`src/rtl/seg7_capture.sv`:
```
// Captures the hex digits shown on a multiplexed, active-low 7-segment display bus.
// Optional error counter output enabled by defining SEG7_CAPTURE_ERRCNT_EN.
module seg7_capture #(
    parameter int unsigned STABLE_CYC = 4
) (
    input  logic        clk,
    input  logic        rst_n,
    input  logic [6:0]  seg_in,
    input  logic [3:0]  an_in,
    output logic [15:0] hex_out,
    output logic [3:0]  digit_valid,
    output logic        frame_valid,
    output logic        err_pulse
`ifdef SEG7_CAPTURE_ERRCNT_EN
    ,
    output logic [7:0]  err_cnt
`endif
);

    localparam int unsigned SEG_W = 7;
    localparam int unsigned AN_W  = 4;
    localparam int unsigned CNT_W = 8;

    typedef enum logic [1:0] {IDLE, SETTLE, LOCKED} state_t;

    state_t             state, state_nxt;
    logic [CNT_W-1:0]   cnt, cnt_nxt;
    logic [SEG_W-1:0]   seg_s1, seg_s2, seg_prev;
    logic [AN_W-1:0]    an_s1, an_s2, an_prev;
    logic [AN_W-1:0]    captured;

    logic               same_c;
    logic               onehot_c;
    logic [1:0]         dig_idx_c;
    logic               capture_c;
    logic [4:0]         dec_c;
    logic [AN_W-1:0]    cap_set_c;

    // Returns {legal, nibble} for an active-low g..a segment pattern.
    function automatic logic [4:0] seg_decode(input logic [SEG_W-1:0] seg);
        logic [4:0] r;
        r = 5'h00;
        case (seg)
            7'b1000000: r = 5'h10;
            7'b1111001: r = 5'h11;
            7'b0100100: r = 5'h12;
            7'b0110000: r = 5'h13;
            7'b0011001: r = 5'h14;
            7'b0010010: r = 5'h15;
            7'b0000010: r = 5'h16;
            7'b1111000: r = 5'h17;
            7'b0000000: r = 5'h18;
            7'b0010000: r = 5'h19;
            7'b0001000: r = 5'h1A;
            7'b0000011: r = 5'h1B;
            7'b1000110: r = 5'h1C;
            7'b0100001: r = 5'h1D;
            7'b0000110: r = 5'h1E;
            7'b0001110: r = 5'h1F;
            default:    r = 5'h00;
        endcase
        return r;
    endfunction

    // Two-flop synchronizer plus one-cycle history of the synchronized sample.
    always_ff @(posedge clk or negedge rst_n) begin
        if (!rst_n) begin
            seg_s1   <= 7'h7F;
            seg_s2   <= 7'h7F;
            seg_prev <= 7'h7F;
            an_s1    <= 4'hF;
            an_s2    <= 4'hF;
            an_prev  <= 4'hF;
        end else begin
            seg_s1   <= seg_in;
            seg_s2   <= seg_s1;
            seg_prev <= seg_s2;
            an_s1    <= an_in;
            an_s2    <= an_s1;
            an_prev  <= an_s2;
        end
    end

    always_comb begin
        onehot_c  = 1'b1;
        dig_idx_c = 2'd0;
        case (an_s2)
            4'b1110: dig_idx_c = 2'd0;
            4'b1101: dig_idx_c = 2'd1;
            4'b1011: dig_idx_c = 2'd2;
            4'b0111: dig_idx_c = 2'd3;
            default: onehot_c  = 1'b0;
        endcase
    end

    assign same_c = ({an_s2, seg_s2} == {an_prev, seg_prev});
    assign dec_c  = seg_decode(seg_s2);

    always_ff @(posedge clk or negedge rst_n) begin
        if (!rst_n) begin
            state <= IDLE;
            cnt   <= '0;
        end else begin
            state <= state_nxt;
            cnt   <= cnt_nxt;
        end
    end

    // Capture fires on the edge at which the stable count reaches STABLE_CYC.
    always_comb begin
        state_nxt = state;
        cnt_nxt   = cnt;
        capture_c = 1'b0;
        case (state)
            IDLE: begin
                if (onehot_c) begin
                    state_nxt = SETTLE;
                    cnt_nxt   = CNT_W'(1);
                end
            end
            SETTLE: begin
                if (!same_c) begin
                    if (onehot_c) begin
                        cnt_nxt = CNT_W'(1);
                    end else begin
                        state_nxt = IDLE;
                        cnt_nxt   = '0;
                    end
                end else if (cnt == CNT_W'(STABLE_CYC - 1)) begin
                    capture_c = 1'b1;
                    state_nxt = LOCKED;
                    cnt_nxt   = CNT_W'(STABLE_CYC);
                end else begin
                    cnt_nxt = cnt + CNT_W'(1);
                end
            end
            LOCKED: begin
                if (!same_c) begin
                    if (onehot_c) begin
                        state_nxt = SETTLE;
                        cnt_nxt   = CNT_W'(1);
                    end else begin
                        state_nxt = IDLE;
                        cnt_nxt   = '0;
                    end
                end
            end
            default: begin
                state_nxt = IDLE;
                cnt_nxt   = '0;
            end
        endcase
    end

    always_comb begin
        cap_set_c = '0;
        if (capture_c && dec_c[4]) begin
            cap_set_c[dig_idx_c] = 1'b1;
        end
    end

    // Output registers and frame tracking; a capture on the frame edge seeds the next frame.
    always_ff @(posedge clk or negedge rst_n) begin
        if (!rst_n) begin
            hex_out     <= '0;
            digit_valid <= '0;
            captured    <= '0;
            frame_valid <= 1'b0;
            err_pulse   <= 1'b0;
        end else begin
            frame_valid <= 1'b0;
            err_pulse   <= 1'b0;
            if (capture_c) begin
                if (dec_c[4]) begin
                    hex_out[{dig_idx_c, 2'b00} +: 4] <= dec_c[3:0];
                    digit_valid[dig_idx_c]           <= 1'b1;
                end else begin
                    digit_valid[dig_idx_c] <= 1'b0;
                    err_pulse              <= 1'b1;
                end
            end
            if (captured == 4'hF) begin
                frame_valid <= 1'b1;
                captured    <= cap_set_c;
            end else begin
                captured <= captured | cap_set_c;
            end
        end
    end

`ifdef SEG7_CAPTURE_ERRCNT_EN
    always_ff @(posedge clk or negedge rst_n) begin
        if (!rst_n) begin
            err_cnt <= '0;
        end else if (capture_c && !dec_c[4] && (err_cnt != 8'hFF)) begin
            err_cnt <= err_cnt + 8'd1;
        end
    end
`endif

endmodule

```
`config.mk`:
```
export PLATFORM = sky130hd
export DESIGN_NAME = seg7_capture
export DESIGN_NICKNAME = d
export VERILOG_FILES = /design/src/rtl/seg7_capture.sv
export SDC_FILE = /design/constraint.sdc
export NUM_CORES = 1
export LEC_CHECK = 0
export CAP_MARGIN = 10
export CORE_MARGIN = 4
export CORE_UTILIZATION = 40
export CTS_BUF_LIST = sky130_fd_sc_hd__clkbuf_8
export DETAILED_ROUTE_END_ITERATION = 12
export DONT_BUFFER_PORTS = 1
export GPL_ROUTABILITY_DRIVEN = 1
export PLACE_DENSITY = 0.56
export SETUP_SLACK_MARGIN = 0.3
export SYNTH_ARGS = -nofsm -noshare
export SYNTH_HDL_FRONTEND = slang
export SYNTH_SLANG_ARGS = --single-unit
```
`constraint.sdc`:
```
create_clock -name clk -period 2.4 [get_ports clk]
set_clock_uncertainty 0.05 [all_clocks]
set_input_delay 0.48 -clock clk [delete_from_list [all_inputs] [get_ports clk]]
set_output_delay 0.48 -clock clk [all_outputs]
set_load 0.02 [all_outputs]
```
Yosys cells after proc, flatten, opt, wreduce, memory -nomap -nowiden
Index checks and enable logic that the tools add are counted.
{"block": "op_classes", "order_cmp": 2, "addsub": 2, "n_shift": 2, "reduce_logical": 8, "n_mux": 28, "n_eq_ne": 28, "bitwise_logic": 4}
{"cell": "5-bit case mux with 16 select lines", "n": 1}
{"cell": "8-bit two-way mux", "n": 4}
{"cell": "7-bit equality test (second input constant)", "n": 4}
{"cell": "8-bit case mux with 3 select lines", "n": 1}
{"cell": "7-bit by 5-bit equality test with 1-bit output (second input constant)", "n": 3}
{"cell": "7-bit by 6-bit equality test with 1-bit output (second input constant)", "n": 3}
{"cell": "16-bit bitwise mux", "n": 1}
{"cell": "4-bit equality test (second input constant)", "n": 4}
{"cell": "4-bit by 6-bit variable shift with 16-bit output (first input constant)", "n": 1}
{"cell": "4-bit by 6-bit variable part select with 16-bit output", "n": 1}
{"cell": "7-bit by 2-bit equality test with 1-bit output (second input constant)", "n": 2}
{"cell": "7-bit by 4-bit equality test with 1-bit output (second input constant)", "n": 2}
{"cell": "4-bit two-way mux", "n": 3}
{"cell": "2-bit case mux with 3 select lines", "n": 2}
{"cell": "11-bit equality test", "n": 1}
{"cell": "1-bit two-way mux", "n": 10}
{"cell": "2-bit two-way mux", "n": 5}
{"cell": "8-bit by 1-bit adder with 8-bit output (second input constant)", "n": 1}
{"cell": "8-bit by 2-bit equality test with 1-bit output (second input constant)", "n": 1}
{"cell": "4-bit OR", "n": 2}
{"cell": "7-bit by 3-bit equality test with 1-bit output (second input constant)", "n": 1}
{"cell": "7-bit zero test", "n": 1}
{"cell": "3-bit != test (second input constant)", "n": 2}
{"cell": "4-bit negation with 6-bit output", "n": 1}
{"cell": "14 further kinds", "n": 17}
{"block": "word_totals", "ff_bits": 69, "wordCells": 87}

Logic depth before layout (Yosys ltp)
Gate-level depths: netlist of run 1.
{"block": "logic_depth", "ltp_word": 9, "depth_mapped": 9}

Least setup slack after synthesis of run 1
No wires, ideal clock.
{"block": "synth_path", "path_kind": "register to register", "start": "reg an_s2[3]", "end": "reg hex_out[15]", "path_buffers": 2, "slack_ps": 140, "t_arrival_ps": 2146, "setup_ps": 65, "stages_incl_launch_ff": 10, "path_cell_list": "dfstp_2 clkbuf_1 xor2_1 and3_1 clkbuf_1 inv_1 ha_1 nor3b_1 and4_1 a21o_1"}
{"block": "synth_via", "elab_chain_cells": 5, "word_cells_on_any_way": 12, "classes_between": "1 x add/sub; 4 x eq/ne; 2 x shift; 4 x mux; 1 x reduce/logical"}
{"item": "start: declaration", "line": "29", "text": "logic [AN_W-1:0] an_s1, an_s2, an_prev;"}
{"item": "start signal: assignment", "line": "79", "text": "an_s2 <= an_s1;"}
{"item": "4-bit by 3-bit equality test with 1-bit output or 4-bit equality test (tied branches)", "line": "87", "text": "case (an_s2)"}
{"item": "2-bit case mux with 3 select lines", "line": "87"}
{"item": "4-bit negation with 6-bit output", "line": "175", "text": "hex_out[{dig_idx_c, 2'b00} +: 4] <= dec_c[3:0];"}
{"item": "4-bit by 6-bit variable part select with 16-bit output or 4-bit by 6-bit variable shift with 16-bit output (tied branches)", "line": "175"}
{"item": "16-bit bitwise mux", "line": "175"}
{"item": "end signal: indexed assignment", "line": "175"}
{"item": "end: declaration", "line": "10", "text": "output logic [15:0] hex_out,"}
Several ways; a longest one is shown, not always the timed one.
A chain may end at the register's enable or synchronous reset.

Final worst setup path of run 1
{"block": "layout_path", "start": "reg seg_s2[4]", "end": "reg hex_out[7]"}
{"block": "layout_via", "elab_chain_cells": 4, "word_cells_on_any_way": 23, "classes_between": "16 x eq/ne; 1 x shift; 4 x mux; 2 x reduce/logical"}
{"item": "start: declaration", "line": "28", "text": "logic [SEG_W-1:0] seg_s1, seg_s2, seg_prev;"}
{"item": "start signal: assignment", "line": "76", "text": "seg_s2 <= seg_s1;"}
{"item": "7-bit by 4-bit equality test with 1-bit output, or another cell as far along", "line": "43", "text": "case (seg)"}
{"item": "5-bit case mux with 16 select lines or 1-bit two-way mux (tied branches)", "line": "43, 122"}
{"item": "4-bit by 6-bit variable part select with 16-bit output or 1-bit two-way mux (tied branches)", "line": "175, 114"}
{"item": "16-bit bitwise mux or 2-bit AND reduction (tied branches)"}
Several ways; a longest one is shown, not always the timed one.

==> flow_summary.ini, run 1 <==
[synth]
yosys.area.top_type_share_pct = 27.1
synth.net_count = 304
synthFlopType = dfrtp_1
yosys_warnings = 0
synth_top_area_cell = dfrtp_1
syn-cell-area_um2 = 3320
ys_types = 57
netlist_instances = 286
seq_area_frac_synth_pct = 53.2
postSynth.asyncResetShare_pct = 100
ys_ff_latch = 69
syn_area_per_cell_um2 = 11.6
synth_edf_count = 0
synth_area_leaders = dfrtp_1 27%, dfstp_2 26%, xnor2_1 3.2%

[setup_path]
rr_endpoint = hex_out[7]$_DFFE_PN0P_
max_stage_delay_ns = 0.60
rrSetupSlack_ns = 0.33
worstSetupStartpoint = seg_s2[4]$_DFF_PN1_
cp-end-kind = flop
cp-start-kind = flop
required_ns = 2.59
reg2reg_from = seg_s2[4]$_DFF_PN1_
path_class = reg -> reg
cp_cell_sequence = xnor2_1 -> nand4_4 -> nor4_4 -> buf_4 -> o311ai_4 -> buf_6 -> a21o_1
worstRegToRegCells = 7
critical_path_arrival_ns = 2.26
crit_fanout = 6
crit_slowest_cell = dfstp_2

[grt]
grt_use_total_pct = 14.4
grt_max_degree = 70
grt_pass1_vias = 2243
grt_pass1_wl_mm = 11.4
antenna_found_initial = 0
grt_overflow = 0

[outcome]
status = finished, final reports clean

[clocking]
tritoncts = yes
cts_made_buffers = 9
htree_levels = 3
cts-root-buf = clkbuf_8
clk_latency_ns = 0.34
cts.sinks = 69
clockBufferDepth = 2
clk_pin_slew_ns = 0.08

[min_path]
hold_end = an_s1[1]$_DFF_PN1_
hold_class = in -> reg
min_path_cells = 0
hold_start = an_in[1]

[timing]
slew_headroom_pct = 57.2
period_needed_ns = 2.07
setup_violations = 0
tightest_slew_ns = 0.641
final-max-slew-violation-count = 0
fmax_ghz = 0.484
rsz0062_at_grt = yes
final-hold-violation-count = 0
min_period_over_period_pct = 86.2
timing.setup.tns_ns = 0

[place]
gp_congestion = 0.828
dpl.cell_count = 381
io_buffer_count = 0
hpwl_mm = 4.38

[power]
switching_share_pct = 24.3
power.total_mw = 2.52
clkPwrFrac_pct = 40.7
pwr-share-comb_pct = 9.6
internal-power_mw = 1.91
p_switching_mw = 0.612
p_leak_nw = 1.86
p_seq_share_pct = 49.6
peakVddDrop_mv = 0.503
p_per_area_nw_per_um2 = 610

[drt]
wl_per_cell_um = 16.3
drtPass1Iterations = 4
first_iter_violations = 101
drt-vias-per-instance = 5.28
drt_wl_total_mm = 7.13
ant_nets = 0
routed-via-count = 2314
drc = 0

[final_layout]
nFillCells = 686
fin_cells = 438
nets = 349
layout_common_cells = 39 x buf_4, 36 x dfrtp_1, 33 x dfstp_2, 26 x inv_1, 19 x nand2_1
syn_to_final_growth_pct = 24.6
mostFrequentLayoutCell = buf_4
diodes = 0
drive_gt1_share_pct = 38.7

[floorplanning]
dieArea_um2 = 9820
die_h_um = 99.1
fp.dieW_um = 99.1
core_area_um2 = 7890
start_util_pct = 42.1
ios = 35
num_rows = 32

[job]
cap_violations = 0
## critical path, delay by kind of cell (launching register included)
kind                      cells  cell delay, ns
and+or+nand+nor               2            0.52
buffers and inverters         2            0.35
DFF                           1            0.60
xor gates and xnor gates      1            0.19
AOI/OAI and AO/OA             2            0.26
## flip-flops by register name, indices dropped and copies added, names as in the netlist, named ones only
register,count
cnt,8
seg_s1,7
captured,4
state,2
seg_s2,7
frame_valid,1
an_prev,4
an_s1,4
an_s2,4
hex_out,16
err_pulse,1
seg_prev,7
## cell type report
type                    count  area [um^2]  share of cell area [%]
clock buffers               9          124                    2.99
clock inverters             7         91.3                    2.21
inverters                  24         90.1                    2.18
multi-input cells         179         1550                    37.5
flip-flops and latches     69         1770                    42.7
well taps                 102          128                    3.09
repair buffers             48          384                    9.29
## repair_timing
| item | CTS | global route |
|---|---|---|
| pin swaps | 3 | 12 |
| setup endpoints to repair | 19 | 19 |
| hold buffers | 2 | 0 |
| endpoints found under the hold margin | 69 | 0 |
| gates resized for setup | 11 | 25 |
| buffers inserted | 14 | 25 |
## worst max path at each step
stage,slack [ns],end,cells after the start
6_report,0.33,hex_out[7]$_DFFE_PN0P_,7
5_1_grt,0.23,hex_out[7]$_DFFE_PN0P_,8
4_1_cts,0.27,hex_out[15]$_DFFE_PN0P_,6
3_5_place_dp,0.11,hex_out[10]$_DFFE_PN0P_,7
3_3_place_gp,0.18,hex_out[10]$_DFFE_PN0P_,7
2_1_floorplan,0.31,hex_out[1]$_DFFE_PN0P_,9
## power by group through the flow
stage                     combinational (mW)  clock (mW)  sequential [mW]
final                                  0.243        1.03             1.25
after global routing                   0.265        1.11             1.26
after CTS                              0.193        1.06             1.25
after detailed placement               0.130           0             1.28
after global placement                 0.129           0             1.28
after floorplan                        0.129           0             1.25
## metrics by stage
| stage | hold slack [ns] | utilization (%) | worst slack, ns | area (um^2) |
|---|---|---|---|---|
| finish | 0.0769 | 52.4 | 0.332 | 4140 |
| global route | 0.0441 | 52.4 | 0.225 | 4140 |
| CTS | 0.0540 | 48.7 | 0.270 | 3840 |
| detailed placement | 0.138 | 43.5 | 0.113 | 3430 |
| global placement | 0.138 | 43.5 | 0.181 | 3430 |
| floorplan | 0.134 | - | 0.311 | 3340 |
## kinds of logic (layout without fill, tap and decap cells)
logic type	after synthesis	after routing	synth area share, %
and+or+nand+nor	92	92	18.0
DFF	69	69	53.2
AOI/OAI and AO/OA	55	55	14.1
buffers and inverters	38	88	5.28
xor gates and xnor gates	16	16	4.22
muxes	10	10	3.01
adders and majority gates	6	6	2.19
## synth_stat cells (3+ instances only)
cell type,instances
xnor2_1,12
mux2i_1,10
o21ai_0,8
a21bo_1,4
inv_1,24
o311ai_4,3
nand4_1,3
nand2_1,19
nand3b_1,3
o21ai_1,9
nand4b_1,3
nor3b_1,4
and4_1,3
ha_1,5
and3_1,5
nor2b_1,3
dfstp_2,33
nand3_1,10
dfrtp_1,36
buf_2,8
o2111ai_1,4
o21a_1,3
xor2_1,4
a21o_1,4
nor2_1,10
nor3_1,7
a31oi_1,5
## per-layer routing
layer / track usage, % / vias to the layer above / share of wire (%)
li1: - / 1101 / -
met1: 19.4 / 1140 / 45
met2: 21.7 / 56 / 48
met3: 4.14 / 17 / 4.7
met4: 5.88 / 0 / 2.2
met5: 0 / - / 0
Power figures use the tool's default switching activity.
==> inputs of run 2 (changes only) <==
--- a/config.mk
+++ b/config.mk
@@ -7,12 +7,12 @@
 export LEC_CHECK = 0
 export CAP_MARGIN = 10
 export CORE_MARGIN = 4
-export CORE_UTILIZATION = 40
+export CORE_UTILIZATION = 25
 export CTS_BUF_LIST = sky130_fd_sc_hd__clkbuf_8
 export DETAILED_ROUTE_END_ITERATION = 12
 export DONT_BUFFER_PORTS = 1
 export GPL_ROUTABILITY_DRIVEN = 1
-export PLACE_DENSITY = 0.56
+export PLACE_DENSITY = 0.4
 export SETUP_SLACK_MARGIN = 0.3
 export SYNTH_ARGS = -nofsm -noshare
 export SYNTH_HDL_FRONTEND = slang
==> flow_summary.ini, run 2 (same netlist as run 1, synthesis figures left out) <==
[setup_path]
crit_slowest_cell = nor3_1
path_buf_inv = 2
cp_common_cell = buf_4
cp_cell_sequence = buf_4 -> nor3_1 -> o21ai_1 -> nand3_4 -> o311ai_2 -> buf_4 -> a21o_1
cp_top_family = simple AND/OR/NAND/NOR gates
cp-end-kind = flop
crit_fanout = 8
cp-start-kind = flop
required_ns = 2.60
critical_path_arrival_ns = 2.29
path_class = reg -> reg
max_stage_delay_ns = 0.50

[grt]
grt_use_total_pct = 11.3
grt_max_degree = 70
grt_pass1_vias = 2417
grt_pass1_wl_mm = 13.1
antenna_found_initial = 0
grt_overflow = 0

[power]
p_per_area_nw_per_um2 = 604
peakVddDrop_mv = 0.699
p_leak_nw = 1.93

[drt]
first_iter_violations = 56
drt_wl_total_mm = 7.83
drt-vias-per-instance = 4.46
drc = 0
ant_nets = 0
wl_per_cell_um = 15.0
routed-via-count = 2334
drtPass1Iterations = 4

[clocking]
cts_made_buffers = 9
clockBufferDepth = 2
cts.sinks = 69
tritoncts = yes
cts-root-buf = clkbuf_8
clk_latency_ns = 0.36
htree_levels = 3
clk_pin_slew_ns = 0.08

[timing]
period_needed_ns = 2.09
min_period_over_period_pct = 87.2
slew_headroom_pct = 60.1
final-hold-violation-count = 0
timing.setup.tns_ns = 0
setup_violations = 0
hold_ws_ns = 0.0627
rsz0062_at_grt = yes
fmax_ghz = 0.478
tightest_slew_ns = 0.594
final-max-slew-violation-count = 0

[place]
dpl.cell_count = 458
io_buffer_count = 0
hpwl_mm = 5.05
gp_congestion = 0.755

[final_layout]
nets = 364
final_util_pct = 34.5
top_register = hex_out
largestRegisters = hex_out: 16 flops, cnt: 8 flops
fin_cells = 523
mostFrequentLayoutCell = buf_4
drive_gt1_share_pct = 43.0
layout_common_cells = 46 x buf_4, 34 x dfrtp_1, 33 x dfstp_2, 23 x inv_1, 18 x nand2_1
diodes = 0
syn_to_final_growth_pct = 33.1
largest_reg_flops = 16

[job]
cap_violations = 0

[floorplanning]
ios = 35
die_h_um = 123
fp.dieW_um = 123
num_rows = 41
dieArea_um2 = 15200
start_util_pct = 25.9
core_area_um2 = 12800

[outcome]
status = finished, final reports clean

[min_path]
hold_class = in -> reg
## run 2: changes by cell type in the layout (fill, tap and decap cells not counted), moves of 2 or more
| cell | change |
|---|---|
| buf_6 | +7 |
| inv_1 | -3 |
| dfrtp_2 | +2 |
| clkbuf_2 | -2 |
| o21ai_1 | -3 |
| xnor2_2 | -2 |
| xnor2_1 | +2 |
| buf_12 | +2 |
| buf_4 | +7 |
| o21ai_0 | +3 |
| dfrtp_1 | -2 |
## run 2: per-layer routing
metal	routed length [um]	global-route usage, %
met1	3690	14.8
met2	3590	17.1
met3	451	4.57
met4	102	3.74
met5	0	0
## run 2: timing repair
item                       4_1_cts  5_1_grt
pin swaps                       11       21
hold endpoints to repair        69        0
buffers inserted                32       14
setup endpoints to repair       22       16
resized for setup               24       23
hold buffers                     2        0
gates cloned                     1        0
## run 2: path summary, 6_finish.rpt
kind / start / end / slack, ns / depth (start not counted)
worst max-delay path: seg_s2[6]$_DFF_PN1_ / hex_out[1]$_DFFE_PN0P_ / 0.31 / 7
worst min register to register: seg_s1[4]$_DFF_PN1_ / seg_s2[4]$_DFF_PN1_ / 0.30 / 0
worst min-delay path: seg_in[2] / seg_s1[2]$_DFF_PN1_ / 0.06 / 0
worst max register to register: seg_s2[6]$_DFF_PN1_ / hex_out[1]$_DFFE_PN0P_ / 0.31 / 7
max in group asynchronous: rst_n / an_s1[0]$_DFF_PN1_ / 1.35 / 2
min in group asynchronous: rst_n / cnt[7]$_DFFE_PN0P_ / 0.62 / 2
## run 2: cell type report
cell class                 instances  area [um^2]
clock buffer                       9          124
clock inverter                     7          123
fill                            1323         8410
inverter                          24         90.1
multi-input combinational        180         1550
sequential                        69         1770
tap                              172          215
timing repair buffer              62          546
## run 2: where the power goes
| part | leakage [nW] | switching [mW] | internal [mW] | total (mW) |
|---|---|---|---|---|
| registers | 0.843 | 0.0287 | 1.22 | 1.25 |
| logic | 0.964 | 0.141 | 0.120 | 0.261 |
| clock network | 0.124 | 0.465 | 0.695 | 1.16 |
## run 2: worst register-to-register path, stage by stage (launching register included)
cell and delay, ns:
dfstp_2 0.39, buf_4 0.15, nor3_1 0.50, o21ai_1 0.21, nand3_4 0.22, o311ai_2 0.12
buf_4 0.17, a21o_1 0.17
## run 2: metrics by stage
step                power (mW)  setup WS [ns]  area, um^2
detailed placement        1.42          0.164        3570
global route              2.80          0.196        4420
CTS                       2.70          0.294        4210
floorplan                 1.38          0.311        3340
global placement          1.42          0.185        3570
finish                    2.67          0.306        4420
==> inputs of run 3 (changes only) <==
--- a/config.mk
+++ b/config.mk
@@ -6,13 +6,13 @@
 export NUM_CORES = 1
 export LEC_CHECK = 0
 export CAP_MARGIN = 10
-export CORE_MARGIN = 4
+export CORE_MARGIN = 3
 export CORE_UTILIZATION = 25
 export CTS_BUF_LIST = sky130_fd_sc_hd__clkbuf_8
 export DETAILED_ROUTE_END_ITERATION = 12
 export DONT_BUFFER_PORTS = 1
 export GPL_ROUTABILITY_DRIVEN = 1
-export PLACE_DENSITY = 0.4
+export PLACE_DENSITY = 0.38
 export SETUP_SLACK_MARGIN = 0.3
 export SYNTH_ARGS = -nofsm -noshare
 export SYNTH_HDL_FRONTEND = slang
==> constraint.sdc (replaced) <==
create_clock -name clk -period 2.7 [get_ports clk]
set_clock_uncertainty 0.05 [all_clocks]
set_input_delay 0.54 -clock clk [delete_from_list [all_inputs] [get_ports clk]]
set_output_delay 0.54 -clock clk [all_outputs]
set_load 0.02 [all_outputs]
==> flow_summary.ini, run 3 (same netlist as run 1, synthesis figures left out) <==
[clocking]
clk_latency_ns = 0.35
htree_levels = 3
cts-root-buf = clkbuf_8
cts.sinks = 69
cts_made_buffers = 9
clockBufferDepth = 2
tritoncts = yes
clk_pin_slew_ns = 0.07
cts_setup_buffers = 0

[timing]
tightest_slew_ns = 0.628
setup_violations = 0
final-hold-violation-count = 0
final-max-slew-violation-count = 0
slew_headroom_pct = 58.1
min_period_over_period_pct = 81.5
rsz0062_at_grt = yes
fmax_ghz = 0.454
timing.setup.tns_ns = 0
period_needed_ns = 2.20
fin_ws_ns = 0.498

[final_layout]
multiInputGateArea_um2 = 1390
largestRegisters = hex_out: 16 flops, cnt: 8 flops
largest_reg_flops = 16
syn_to_final_growth_pct = 12.2
top_register = hex_out
final_util_pct = 29.1
mostFrequentLayoutCell = dfrtp_1
nets = 307
layout_common_cells = 36 x dfrtp_1, 33 x dfstp_2, 27 x inv_1, 19 x nand2_1
diodes = 0
nFillCells = 1338
fin_area_um2 = 3730
seqCellArea_um2 = 1770
drive_gt1_share_pct = 24.5

[setup_path]
cp_top_family = simple AND/OR/NAND/NOR gates
cp-end-kind = flop
cp-start-kind = flop
crit_fanout = 12
crit_slowest_cell = dfrtp_1
path_buf_inv = 2
cp_common_cell = nor4_4
cp_cell_sequence = nor4_4 -> nand4_2 -> nor4_4 -> buf_12 -> o311ai_2 -> buf_4 -> a21o_1
worst-path-stages = 7
max_stage_delay_ns = 0.46
critical_path_arrival_ns = 2.40
worstRegToRegCells = 7
required_ns = 2.90
path_class = reg -> reg

[grt]
grt_use_total_pct = 10.5
top_usage_layer = met2
grt_max_degree = 70
antenna_found_initial = 0
grt_pass1_wl_mm = 11.6
grt_pass1_vias = 2172
grt_use_met3_pct = 4.10
grtUsageMet1_pct = 14.1
use_met2_pct = 15.1
grt_overflow = 0

[floorplanning]
fp.dieW_um = 121
num_rows = 41
core_area_um2 = 12800
start_util_pct = 25.9
dieArea_um2 = 14700
ios = 35
die_h_um = 121

[power]
clkPwrFrac_pct = 38.1
p_switching_mw = 0.501
internal-power_mw = 1.53
p_per_area_nw_per_um2 = 546
p_leak_nw = 1.58
pwr-share-comb_pct = 6.6
peakVddDrop_mv = 0.303
p_seq_share_pct = 55.3
power.total_mw = 2.03
switching_share_pct = 24.6

[drt]
wl_per_cell_um = 15.2
routed-via-count = 2069
first_iter_violations = 94
drt-vias-per-instance = 4.44
ant_nets = 0
drtPass1Iterations = 5
drt_wl_total_mm = 7.07
drc = 0

[job]
cap_violations = 0

[min_path]
hold_class = in -> async

[outcome]
status = finished, final reports clean

[place]
place_ws_ns = 0.329
gp_congestion = 0.786
io_buffer_count = 0
place_area_um2 = 3500
hpwl_mm = 4.86
[run 3: power by group through the flow]
| stage | combinational (mW) | sequential [mW] | clock [mW] |
|---|---|---|---|
| 4_1_cts | 0.136 | 1.12 | 0.820 |
| 2_1_floorplan | 0.112 | 1.12 | 0 |
| 5_1_grt | 0.151 | 1.13 | 0.867 |
| 6_report | 0.134 | 1.12 | 0.775 |
| 3_3_place_gp | 0.110 | 1.14 | 0 |
| 3_5_place_dp | 0.109 | 1.14 | 0 |
[run 3: per-stage QoR]
stage | std cells | hold WS (ns)
floorplan | 286 | 0.194
finish | 466 | 0.0142
global route | 466 | 0.00563
detailed placement | 449 | 0.198
CTS | 466 | 0.00767
global placement | 449 | 0.197
[run 3: worst paths after layout]
path / startpoint / to / slack [ns]
setup / recovery: cnt[4]$_DFFE_PN0P_ / hex_out[1]$_DFFE_PN0P_ / 0.50
hold / removal: rst_n / cnt[5]$_DFFE_PN0P_ / 0.01
setup reg to reg: cnt[4]$_DFFE_PN0P_ / hex_out[1]$_DFFE_PN0P_ / 0.50
hold reg to reg: seg_s1[5]$_DFF_PN1_ / seg_s2[5]$_DFF_PN1_ / 0.30
max in group asynchronous: rst_n / seg_prev[4]$_DFF_PN1_ / 2.24
min in group clk: seg_in[4] / seg_s1[4]$_DFF_PN1_ / 0.13
[run 3: layer usage]
metal | routed length (um) | share of wire, %
met5 | 0 | 0
met2 | 3070 | 43
met4 | 114 | 1.6
met3 | 395 | 5.6
met1 | 3490 | 49
[run 3: final cells by class]
type,count,area share [%]
Clock buffer,12,4.43
Clock inverter,4,0.437
Inverter,24,2.42
Multi-Input combinational cell,179,37.4
Sequential cell,69,47.4
Tap cell,172,5.78
Timing Repair Buffer,6,2.08
[run 3: timing repair]
item | 4_1_cts | 5_1_grt
endpoints found under the setup margin | 0 | 12
hold endpoints to repair | 69 | 0
resized for setup | 0 | 4
hold buffers | 1 | 0
